==> config.mk <==
export PLATFORM = sky130hd
export DESIGN_NAME = handshake_arb_skid
export DESIGN_NICKNAME = d
export VERILOG_FILES = /design/src/rtl/handshake_arb_pkg.sv /design/src/rtl/rr_arbiter.sv /design/src/rtl/handshake_arb_skid.sv
export SDC_FILE = /design/constraint.sdc
export NUM_CORES = 1
export LEC_CHECK = 0
export ABC_AREA = 1
export BUFFER_PORTS_ARGS = -buffer_cell sky130_fd_sc_hd__buf_2
export CAP_MARGIN = 20
export CORE_MARGIN = 5
export CORE_UTILIZATION = 55
export CTS_CLUSTER_SIZE = 24
export DETAILED_ROUTE_END_ITERATION = 12
export GPL_TIMING_DRIVEN = 0
export PLACE_DENSITY = 0.81
export SLEW_MARGIN = 10
export SYNTH_ARGS = -nofsm -noshare
export SYNTH_HDL_FRONTEND = slang
export SYNTH_HIERARCHICAL = 1
export SYNTH_SLANG_ARGS = --single-unit
==> constraint.sdc <==
create_clock -name CLK -period 7.2 [get_ports CLK]
set_input_delay 0.36 -clock CLK [delete_from_list [all_inputs] [get_ports CLK]]
set_output_delay 0.36 -clock CLK [all_outputs]
set_load 0.02 [all_outputs]
==> src/rtl/handshake_arb_pkg.sv <==
// Shared types and helpers for the round-robin arbiter feeding the skid FIFO.
// The default widths here fix the layout of entry_t, so the top-level parameters must match them.
package handshake_arb_pkg;

    localparam int DEF_WIDTH   = 4;
    localparam int DEF_NUM_REQ = 3;
    localparam int DEF_DEPTH   = 2;
    localparam int MAX_REQ     = 8;

    localparam int ID_W  = $clog2(DEF_NUM_REQ);
    localparam int CNT_W = $clog2(DEF_DEPTH) + 1;

    typedef struct packed {
        logic [DEF_WIDTH-1:0] in1;
        logic [DEF_WIDTH-1:0] in2;
        logic [ID_W-1:0]      id;
    } entry_t;

    // Searches from ptr+1 upward, wrapping modulo n, and returns a one-hot grant.
    function automatic logic [MAX_REQ-1:0] rr_pick(
        input logic [MAX_REQ-1:0] valid,
        input logic [2:0]         ptr,
        input int                 n
    );
        logic [MAX_REQ-1:0] grant;
        logic               found;
        logic [3:0]         pos;
        logic [2:0]         sel;
        grant = '0;
        found = 1'b0;
        for (int k = 1; k <= MAX_REQ; k++) begin
            pos = {1'b0, ptr} + 4'(k);
            if (pos >= 4'(n)) begin
                pos = pos - 4'(n);
            end
            sel = pos[2:0];
            if (k <= n && !found && valid[sel]) begin
                grant[sel] = 1'b1;
                found      = 1'b1;
            end
        end
        return grant;
    endfunction

endpackage

==> src/rtl/rr_arbiter.sv <==
// Combinational round-robin arbiter: one-hot grant plus its encoded index.
module rr_arbiter
    import handshake_arb_pkg::*;
#(
    parameter int NUM_REQ = DEF_NUM_REQ,
    parameter int IDX_W   = $clog2(NUM_REQ)
) (
    input  logic [NUM_REQ-1:0] req,
    input  logic [IDX_W-1:0]   rr_ptr,
    input  logic               enable,
    output logic [NUM_REQ-1:0] grant,
    output logic [IDX_W-1:0]   grant_idx
);

    logic [MAX_REQ-1:0] req_ext;
    logic [MAX_REQ-1:0] pick;
    logic               unused_pick;

    always_comb begin
        req_ext                = '0;
        req_ext[NUM_REQ-1:0]   = req;
        pick                   = rr_pick(req_ext, 3'(rr_ptr), NUM_REQ);
        grant                  = enable ? pick[NUM_REQ-1:0] : '0;
        grant_idx              = '0;
        for (int i = 0; i < NUM_REQ; i++) begin
            if (grant[i]) begin
                grant_idx = IDX_W'(i);
            end
        end
    end

    // Lanes above NUM_REQ can never be granted since their requests are tied low.
    assign unused_pick = ^pick;

endmodule

==> src/rtl/handshake_arb_skid.sv <==
// Round-robin arbitration of NUM_REQ operand-pair requesters into a small skid FIFO,
// whose head is presented downstream as a single ready/valid stream.
module handshake_arb_skid
    import handshake_arb_pkg::*;
#(
    parameter int WIDTH   = DEF_WIDTH,
    parameter int NUM_REQ = DEF_NUM_REQ,
    parameter int DEPTH   = DEF_DEPTH
) (
    input  logic                     CLK,
    input  logic                     RESET,
    input  logic [NUM_REQ-1:0]       handshake_arr_valid,
    output logic [NUM_REQ-1:0]       handshake_arr_ready,
    input  logic [NUM_REQ*WIDTH-1:0] req_in1,
    input  logic [NUM_REQ*WIDTH-1:0] req_in2,
    output logic                     handshake_valid,
    input  logic                     handshake_ready,
    output logic [WIDTH-1:0]         in1,
    output logic [WIDTH-1:0]         in2,
    output logic [ID_W-1:0]          src_id,
    output logic [CNT_W-1:0]         occupancy
);

    localparam int               PTR_W    = $clog2(DEPTH);
    localparam logic [CNT_W-1:0] FULL_CNT = CNT_W'(DEPTH);
    localparam logic [ID_W-1:0]  LAST_REQ = ID_W'(NUM_REQ - 1);

    logic [WIDTH-1:0] req_in1_arr [NUM_REQ];
    logic [WIDTH-1:0] req_in2_arr [NUM_REQ];

    entry_t           mem [DEPTH];
    entry_t           last_pop_reg;
    entry_t           head;
    entry_t           push_entry;

    logic [CNT_W-1:0] count_reg;
    logic [PTR_W-1:0] wr_ptr_reg;
    logic [PTR_W-1:0] rd_ptr_reg;
    logic [ID_W-1:0]  rr_ptr_reg;

    logic [NUM_REQ-1:0] grant;
    logic [ID_W-1:0]    grant_idx;
    logic               can_push;
    logic               push;
    logic               pop;

    for (genvar gi = 0; gi < NUM_REQ; gi++) begin : g_unpack
        assign req_in1_arr[gi] = req_in1[gi*WIDTH +: WIDTH];
        assign req_in2_arr[gi] = req_in2[gi*WIDTH +: WIDTH];
    end

    // Acceptance depends only on registered count, so no ready path runs
    // combinationally from handshake_ready back to the requesters.
    assign can_push = (count_reg < FULL_CNT);

    rr_arbiter #(
        .NUM_REQ (NUM_REQ),
        .IDX_W   (ID_W)
    ) u_arb (
        .req       (handshake_arr_valid),
        .rr_ptr    (rr_ptr_reg),
        .enable    (can_push & ~RESET),
        .grant     (grant),
        .grant_idx (grant_idx)
    );

    assign handshake_arr_ready = grant;
    assign push                = |grant;
    assign handshake_valid     = (count_reg != '0) & ~RESET;
    assign pop                 = handshake_valid & handshake_ready;

    always_comb begin
        push_entry.in1 = req_in1_arr[grant_idx];
        push_entry.in2 = req_in2_arr[grant_idx];
        push_entry.id  = grant_idx;
    end

    always_ff @(posedge CLK) begin
        if (push) begin
            mem[wr_ptr_reg] <= push_entry;
        end
    end

    always_ff @(posedge CLK) begin
        if (RESET) begin
            count_reg    <= '0;
            wr_ptr_reg   <= '0;
            rd_ptr_reg   <= '0;
            rr_ptr_reg   <= LAST_REQ;
            last_pop_reg <= '0;
        end else begin
            if (push) begin
                wr_ptr_reg <= wr_ptr_reg + 1'b1;
                rr_ptr_reg <= grant_idx;
            end
            if (pop) begin
                rd_ptr_reg   <= rd_ptr_reg + 1'b1;
                last_pop_reg <= mem[rd_ptr_reg];
            end
            case ({push, pop})
                2'b10:   count_reg <= count_reg + 1'b1;
                2'b01:   count_reg <= count_reg - 1'b1;
                default: count_reg <= count_reg;
            endcase
        end
    end

    // When empty the outputs keep showing the most recently popped entry.
    assign head = (count_reg != '0) ? mem[rd_ptr_reg] : last_pop_reg;

    always_comb begin
        in1       = '0;
        in2       = '0;
        src_id    = '0;
        occupancy = '0;
        if (!RESET) begin
            in1       = head.in1;
            in2       = head.in2;
            src_id    = head.id;
            occupancy = count_reg;
        end
    end

endmodule

==> qor.yml, run 1 <==
reg2reg_depth: 13
r2r-start: "rr_ptr_reg[0]"
clk_latency_ns: 0.28
placed_cells: 367
worst_pin_slew_ns: 0.9117
ys_seq_elements: 37
p_leak_nw: 1.273
die_area_um2: 5182
async_flop_share: 0
cp_data_arrival_time_ns: 3.05
start_kind: "flip-flop"
avgSynthCellArea_um2: 7.713
peakVddDrop_mv: 0.1965
finalHoldViolCount: 0
grt_pass1_vias: 1776
drive_gt1_frac: 0.2569
fp.dieW_um: 71.99
synth_cell_types: 26
rr_endpoint: "mem[1][0]"
antenna_found_initial: 0
hold_path_class: "in -> reg"
fill_cells: 310
synth_area_um2: 2113
cp.required_ns: 7.11
final_cells: 375
hold_buffers: 0
drc_errors: 0
areaGrowthSynthToFinish_pct: 20.01
core_area_um2: 3689
largest_reg_flops: 20
outcome: "finished clean"
multiInputGateArea_um2: 1005
worstSetupPathDepth: 13
dpl.hpwl_mm: 3.292
cts_buffers: 5
synth-edff-count: 20
synthCells: 274
clock_sinks: 37
via_count: 1872
initial_utilization: 0.5729
rsz0062_at_grt: "no"
yosys.area.top_type_share: 0.2842
path_class: "reg -> reg"
rows: 22
fin_nets: 365
grt_pass1_wl_mm: 7.293
cts_tree: "built"
post_cts_buffers: 0
drt_wl_total_mm: 4.293
critPathMaxFanout: 11
synth_area_leaders: "edfxtp_1 28%, dfxtp_1 16%, nand2_1 13%"
die_y_um: 71.99
max_slew_margin: 0.3900
vias_per_cell: 4.992
path_buf_inv: 3
syn_nets: 313
timing.critical_path.to: "mem[1][0]"
cp-end-kind: "flip-flop"
critPathMaxStageDelay_ns: 0.71
startpoint: "rr_ptr_reg[0]"
num_io_pins: 46
utilization: 0.6876
grt_use_total: 0.1771
tns_ns: 0
setup_viol_count_final: 0
clk_path_buf_depth: 2
antenna_left: 0
fin_crit_ns: 3.134
cellPowerDensity_nw_per_um2: 450.6
n_antenna_cell: 0
slew_viol_final: 0
grt_max_degree: 14
skew_ns: 0.002758
critPathSlowestCell: "nor2_1"
ys_warn_count: 6
synth_top_flop_cell: "edfxtp_1"
h-tree-depth: 2
timing.hold.ws_ns: 0.4059
max_cap_violations: 0
crit_family: "simple AND/OR/NAND/NOR gates"
wl_per_cell_um: 11.45
crit_chain: "inv_1, ha_1, nand2_2, o21ai_0, nand2_1, nand2_1, nand4_1, nand3_1, and2_1, inv_1, nand2_1, inv_1, nor2_1"
register_area_um2: 940.9
seq_area_frac_synth: 0.4452
port_buffers: 45
yosysTopAreaCell: "edfxtp_1"
max_freq_ghz: 0.3191
path_clk_slew_ns: 0.07
cts_root_buf: "clkbuf_8"
gp_congestion: 0.7904
rrSetupSlack_ns: 4.07
cts_resized: 0
first_pass_iters: 4
drtIter0Drc: 106
overflow: 0
min_period_over_period: 0.4353
worst min path at each step:
stage / from / end / slack, ns / depth (start not counted)
after floorplan: last_pop_reg[1] / last_pop_reg[1] / 0.44 / 2
after global routing: req_in2[10] / mem[1][4] / 0.42 / 3
after global placement: last_pop_reg[7] / last_pop_reg[7] / 0.45 / 2
after CTS: req_in2[10] / mem[0][4] / 0.41 / 3
after detailed placement: last_pop_reg[7] / last_pop_reg[7] / 0.45 / 2
final: req_in2[10] / mem[1][4] / 0.41 / 3
through the flow:
step	setup slack (ns)	total power, mW	area [µm²]
finish	4.066	1.143	2536
CTS	4.054	1.147	2536
detailed placement	4.063	0.9343	2399
floorplan	4.308	0.7937	2113
global placement	4.195	0.9161	2399
global route	3.720	1.240	2536
power breakdown:
group / total, mW / switching, mW / leakage (nW) / internal, mW
Sequential: 0.360 / 0.0281 / 0.326 / 0.332
Combinational: 0.570 / 0.383 / 0.878 / 0.187
Clock: 0.213 / 0.0734 / 0.0687 / 0.139
worst reg2reg max path, stage by stage, from the launching register on:
cell	delay [ns]
dfxtp_1	0.45
inv_1	0.16
ha_1	0.45
nand2_2	0.12
o21ai_0	0.09
nand2_1	0.06
nand2_1	0.11
nand4_1	0.09
nand3_1	0.11
and2_1	0.17
inv_1	0.05
nand2_1	0.10
inv_1	0.11
nor2_1	0.71
final cells by class:
class	count	share of cell area
buffer	12	0.03305
clock buffer	5	0.02713
clock inverter	3	0.02713
inverter	22	0.03305
multi-input combinational	203	0.3962
sequential	37	0.3710
tap	48	0.02368
timing repair buffer	45	0.08880
placed cells by master, fill, tap and decap left out:
cell       count
a21oi_4        1
o21ai_0       14
nand4_1        3
inv_1         15
nor2_1        54
nand2_4        1
a21boi_1       1
nand3_2        1
nand3_1       27
buf_4          2
inv_6          1
dfxtp_1       17
clkinv_1       1
nand2_1       74
clkbuf_8       5
and2_1         1
nor2_2         2
edfxtp_1      20
a21oi_1        1
nand3_4        1
ha_1           9
o31ai_2        2
bufinv_16      2
inv_2          5
o31ai_1        6
nand2_2        5
buf_6          3
clkinv_2       1
buf_2         52
routing by layer:
metal | vias to the layer above | global-route usage | part of all wire
met5 | - | 0 | 0
met4 | 0 | 0.08768 | 0.013
met3 | 4 | 0.03324 | 0.055
met2 | 47 | 0.3082 | 0.49
met1 | 830 | 0.2086 | 0.44
li1 | 991 | - | -
Yosys cell counts, types with 2 or more instances:
library cell	count
buf_2	7
buf_4	2
buf_6	3
dfxtp_1	17
edfxtp_1	20
ha_1	9
inv_1	15
inv_2	5
nand2_1	74
nand2_2	5
nand3_1	27
nand4_1	3
nor2_1	54
nor2_2	2
o21ai_0	14
o31ai_1	6
o31ai_2	2
cells by family (layout without fill, tap and decap cells):
logic type,after synthesis,after routing,synth area share
simple gates,169,169,0.3422
flops,37,37,0.4452
buf+inv,34,87,0.07933
compound gates,25,25,0.07993
fa+ha+maj,9,9,0.05329
No activity file was read; power rests on OpenSTA's default activity.
==> run 2: changes to the inputs <==
--- a/config.mk
+++ b/config.mk
@@ -5,15 +5,15 @@
 export SDC_FILE = /design/constraint.sdc
 export NUM_CORES = 1
 export LEC_CHECK = 0
-export ABC_AREA = 1
+export ABC_AREA = 0
 export BUFFER_PORTS_ARGS = -buffer_cell sky130_fd_sc_hd__buf_2
 export CAP_MARGIN = 20
 export CORE_MARGIN = 5
-export CORE_UTILIZATION = 55
+export CORE_UTILIZATION = 54
 export CTS_CLUSTER_SIZE = 24
 export DETAILED_ROUTE_END_ITERATION = 12
 export GPL_TIMING_DRIVEN = 0
-export PLACE_DENSITY = 0.81
+export PLACE_DENSITY = 0.8
 export SLEW_MARGIN = 10
 export SYNTH_ARGS = -nofsm -noshare
 export SYNTH_HDL_FRONTEND = slang
==> constraint.sdc (replaced) <==
create_clock -name CLK -period 3.2 [get_ports CLK]
set_input_delay 0.16 -clock CLK [delete_from_list [all_inputs] [get_ports CLK]]
set_output_delay 0.16 -clock CLK [all_outputs]
set_load 0.02 [all_outputs]
==> qor.yml, run 2 <==
outcome: "finished clean"
critPathMaxFanout: 7
cp-end-kind: "flip-flop"
rows: 22
hold_path_class: "in -> reg"
fin_total_pwr_mw: 2.365
grt_max_degree: 13
die_area_um2: 5181
synth_area_leaders: "edfxtp_1 29%, dfxtp_1 16%, mux2i_1 15%"
setup_slack_ns: 0.06665
largest_reg_flops: 20
grt_pass1_vias: 1447
cp.required_ns: 3.39
cts_buffers: 5
place_ws_ns: -0.2214
synth-edff-count: 20
overflow: 0
areaGrowthSynthToFinish_pct: 23.46
port_buffers: 45
die_y_um: 71.98
timing.hold.ws_ns: 0.1864
utilization: 0.6944
min_period_over_period: 0.9792
rr_endpoint: "count_reg[1]"
syn_nets: 231
fin_crit_ns: 3.133
slew_viol_final: 0
clk_path_buf_depth: 2
synthCells: 192
max_cap_violations: 0
synth_cell_types: 38
final_cells: 299
hold_end: "mem[0][9]"
synth_area_um2: 2074
worstHoldStart: "req_in1[11]"
min_path_cells: 3
avgSynthCellArea_um2: 10.80
max_freq_ghz: 0.3191
yosys.area.top_type_share: 0.2895
clk_latency_ns: 0.29
hold_buffers: 0
core_area_um2: 3689
n_antenna_cell: 0
final_common_cell: "buf_2"
antenna_left: 0
synth_top_flop_cell: "edfxtp_1"
via_count: 1580
final_area_um2: 2561
seq_area_frac_synth: 0.4536
first_pass_iters: 4
worst_pin_slew_ns: 0.5488
r2r-start: "rr_ptr_reg[0]"
placed_cell_area_um2: 2370
p_leak_nw: 1.004
gp_congestion: 0.8434
dpl.hpwl_mm: 3.109
initial_utilization: 0.5624
crit_chain: "inv_4, ha_2, ha_4, or4b_4, o21ai_4, a311oi_4, a221oi_2, nor2b_2, nor3_4, ha_4, nor2_2, mux2_2"
critPathMaxStageDelay_ns: 0.54
yosys-top-cells-count: "31 x mux2i_1, 20 x edfxtp_1, 17 x dfxtp_1"
h-tree-depth: 2
cellPowerDensity_nw_per_um2: 923.3
clock_sinks: 37
crit_path_frequent_cell: "ha_4"
start_kind: "flip-flop"
cts_root_buf: "clkbuf_8"
path_clk_slew_ns: 0.08
grt_pass1_wl_mm: 6.775
async_flop_share: 0
drive_gt1_frac: 0.3665
wl_per_cell_um: 14.86
finalHoldViolCount: 0
fp.dieW_um: 71.98
drtIter0Drc: 73
ys_warn_count: 6
startpoint: "rr_ptr_reg[0]"
critPathSlowestCell: "or4b_4"
peakVddDrop_mv: 0.5256
fin_nets: 289
num_io_pins: 46
rrSetupSlack_ns: 0.07
grt_use_total: 0.1705
drt_wl_total_mm: 4.442
synth.most_common_cell: "mux2i_1"
path_class: "reg -> reg"
max_slew_margin: 0.6325
reg2reg_depth: 12
setup_viol_count_final: 0
tns_ns: 0
skew_ns: 0.006688
ys_seq_elements: 37
final_cell_mix: "49 x buf_2, 31 x mux2i_1, 20 x edfxtp_1"
yosysTopAreaCell: "edfxtp_1"
vias_per_cell: 5.284
drc_errors: 0
cp_data_arrival_time_ns: 3.32
antenna_found_initial: 0
placed_cells: 285
cts_tree: "built"
run 2: cell count changes in the layout (fill, tap and decap cells not counted), moves of 7 or more:
cell,change
a211oi_1,+10
inv_1,-13
nand3_1,-25
nand2_1,-60
nor2_1,-40
buf_4,+7
nand2b_1,+14
mux2i_1,+31
run 2: cell families after synthesis:
family,synth area share
flip-flops,0.4536
multiplexers,0.1604
AO/OA/AOI/OAI,0.1224
XOR/XNOR,0.008445
AND/OR/NAND/NOR,0.1616
buffers and inverters,0.03920
adder cells (fa/ha/maj),0.05428
run 2: per-layer routing:
layer,global-route usage,wire length [µm],up-vias
met5,0,0,-
met4,0.06889,72,0
met3,0.05125,244,6
met2,0.2592,2054,44
met1,0.2274,2071,730
li1,-,-,800
run 2: worst max path at each step:
stage	end	slack, ns	cells past startpoint
global route	count_reg[1]	-0.04	12
floorplan	count_reg[1]	0.01	12
finish	count_reg[1]	0.07	12
CTS	count_reg[1]	0.01	12
global placement	count_reg[1]	-0.17	12
detailed placement	count_reg[1]	-0.22	12
run 2: power by group:
part	switching [mW]	internal, mW	total (mW)
combinational	0.731	0.516	1.25
sequential	0.0746	0.726	0.800
clock	0.168	0.150	0.318
total	0.973	1.39	2.36
run 2: final cells by class:
cell class                      instances  area, µm²
Clock buffer                            5      68.82
Tap cell                               48      60.06
Clock inverter                          3      17.52
Multi-Input combinational cell        140       1106
Fill cell                             298       1127
Inverter                                4      17.52
Timing Repair Buffer                   51      270.3
Buffer                                 11      72.57
Sequential cell                        37      948.4
run 2: what timing repair did:
action                                  CTS  global route
buffers inserted                          2             4
resized for setup                         5            10
endpoints found under the hold margin     0             0
pin swaps                                 2             4
cloned                                    0             0
endpoints found under the setup margin   27            27
run 2: critical path, delay by kind of cell, from the launching register on:
family / cells / cell delay, ns
AOI/OAI and AO/OA: 3 / 0.52
adders and majority gates: 3 / 0.64
buffers and inverters: 1 / 0.06
DFF: 1 / 0.41
muxes: 1 / 0.32
and+or+nand+nor: 4 / 1.07
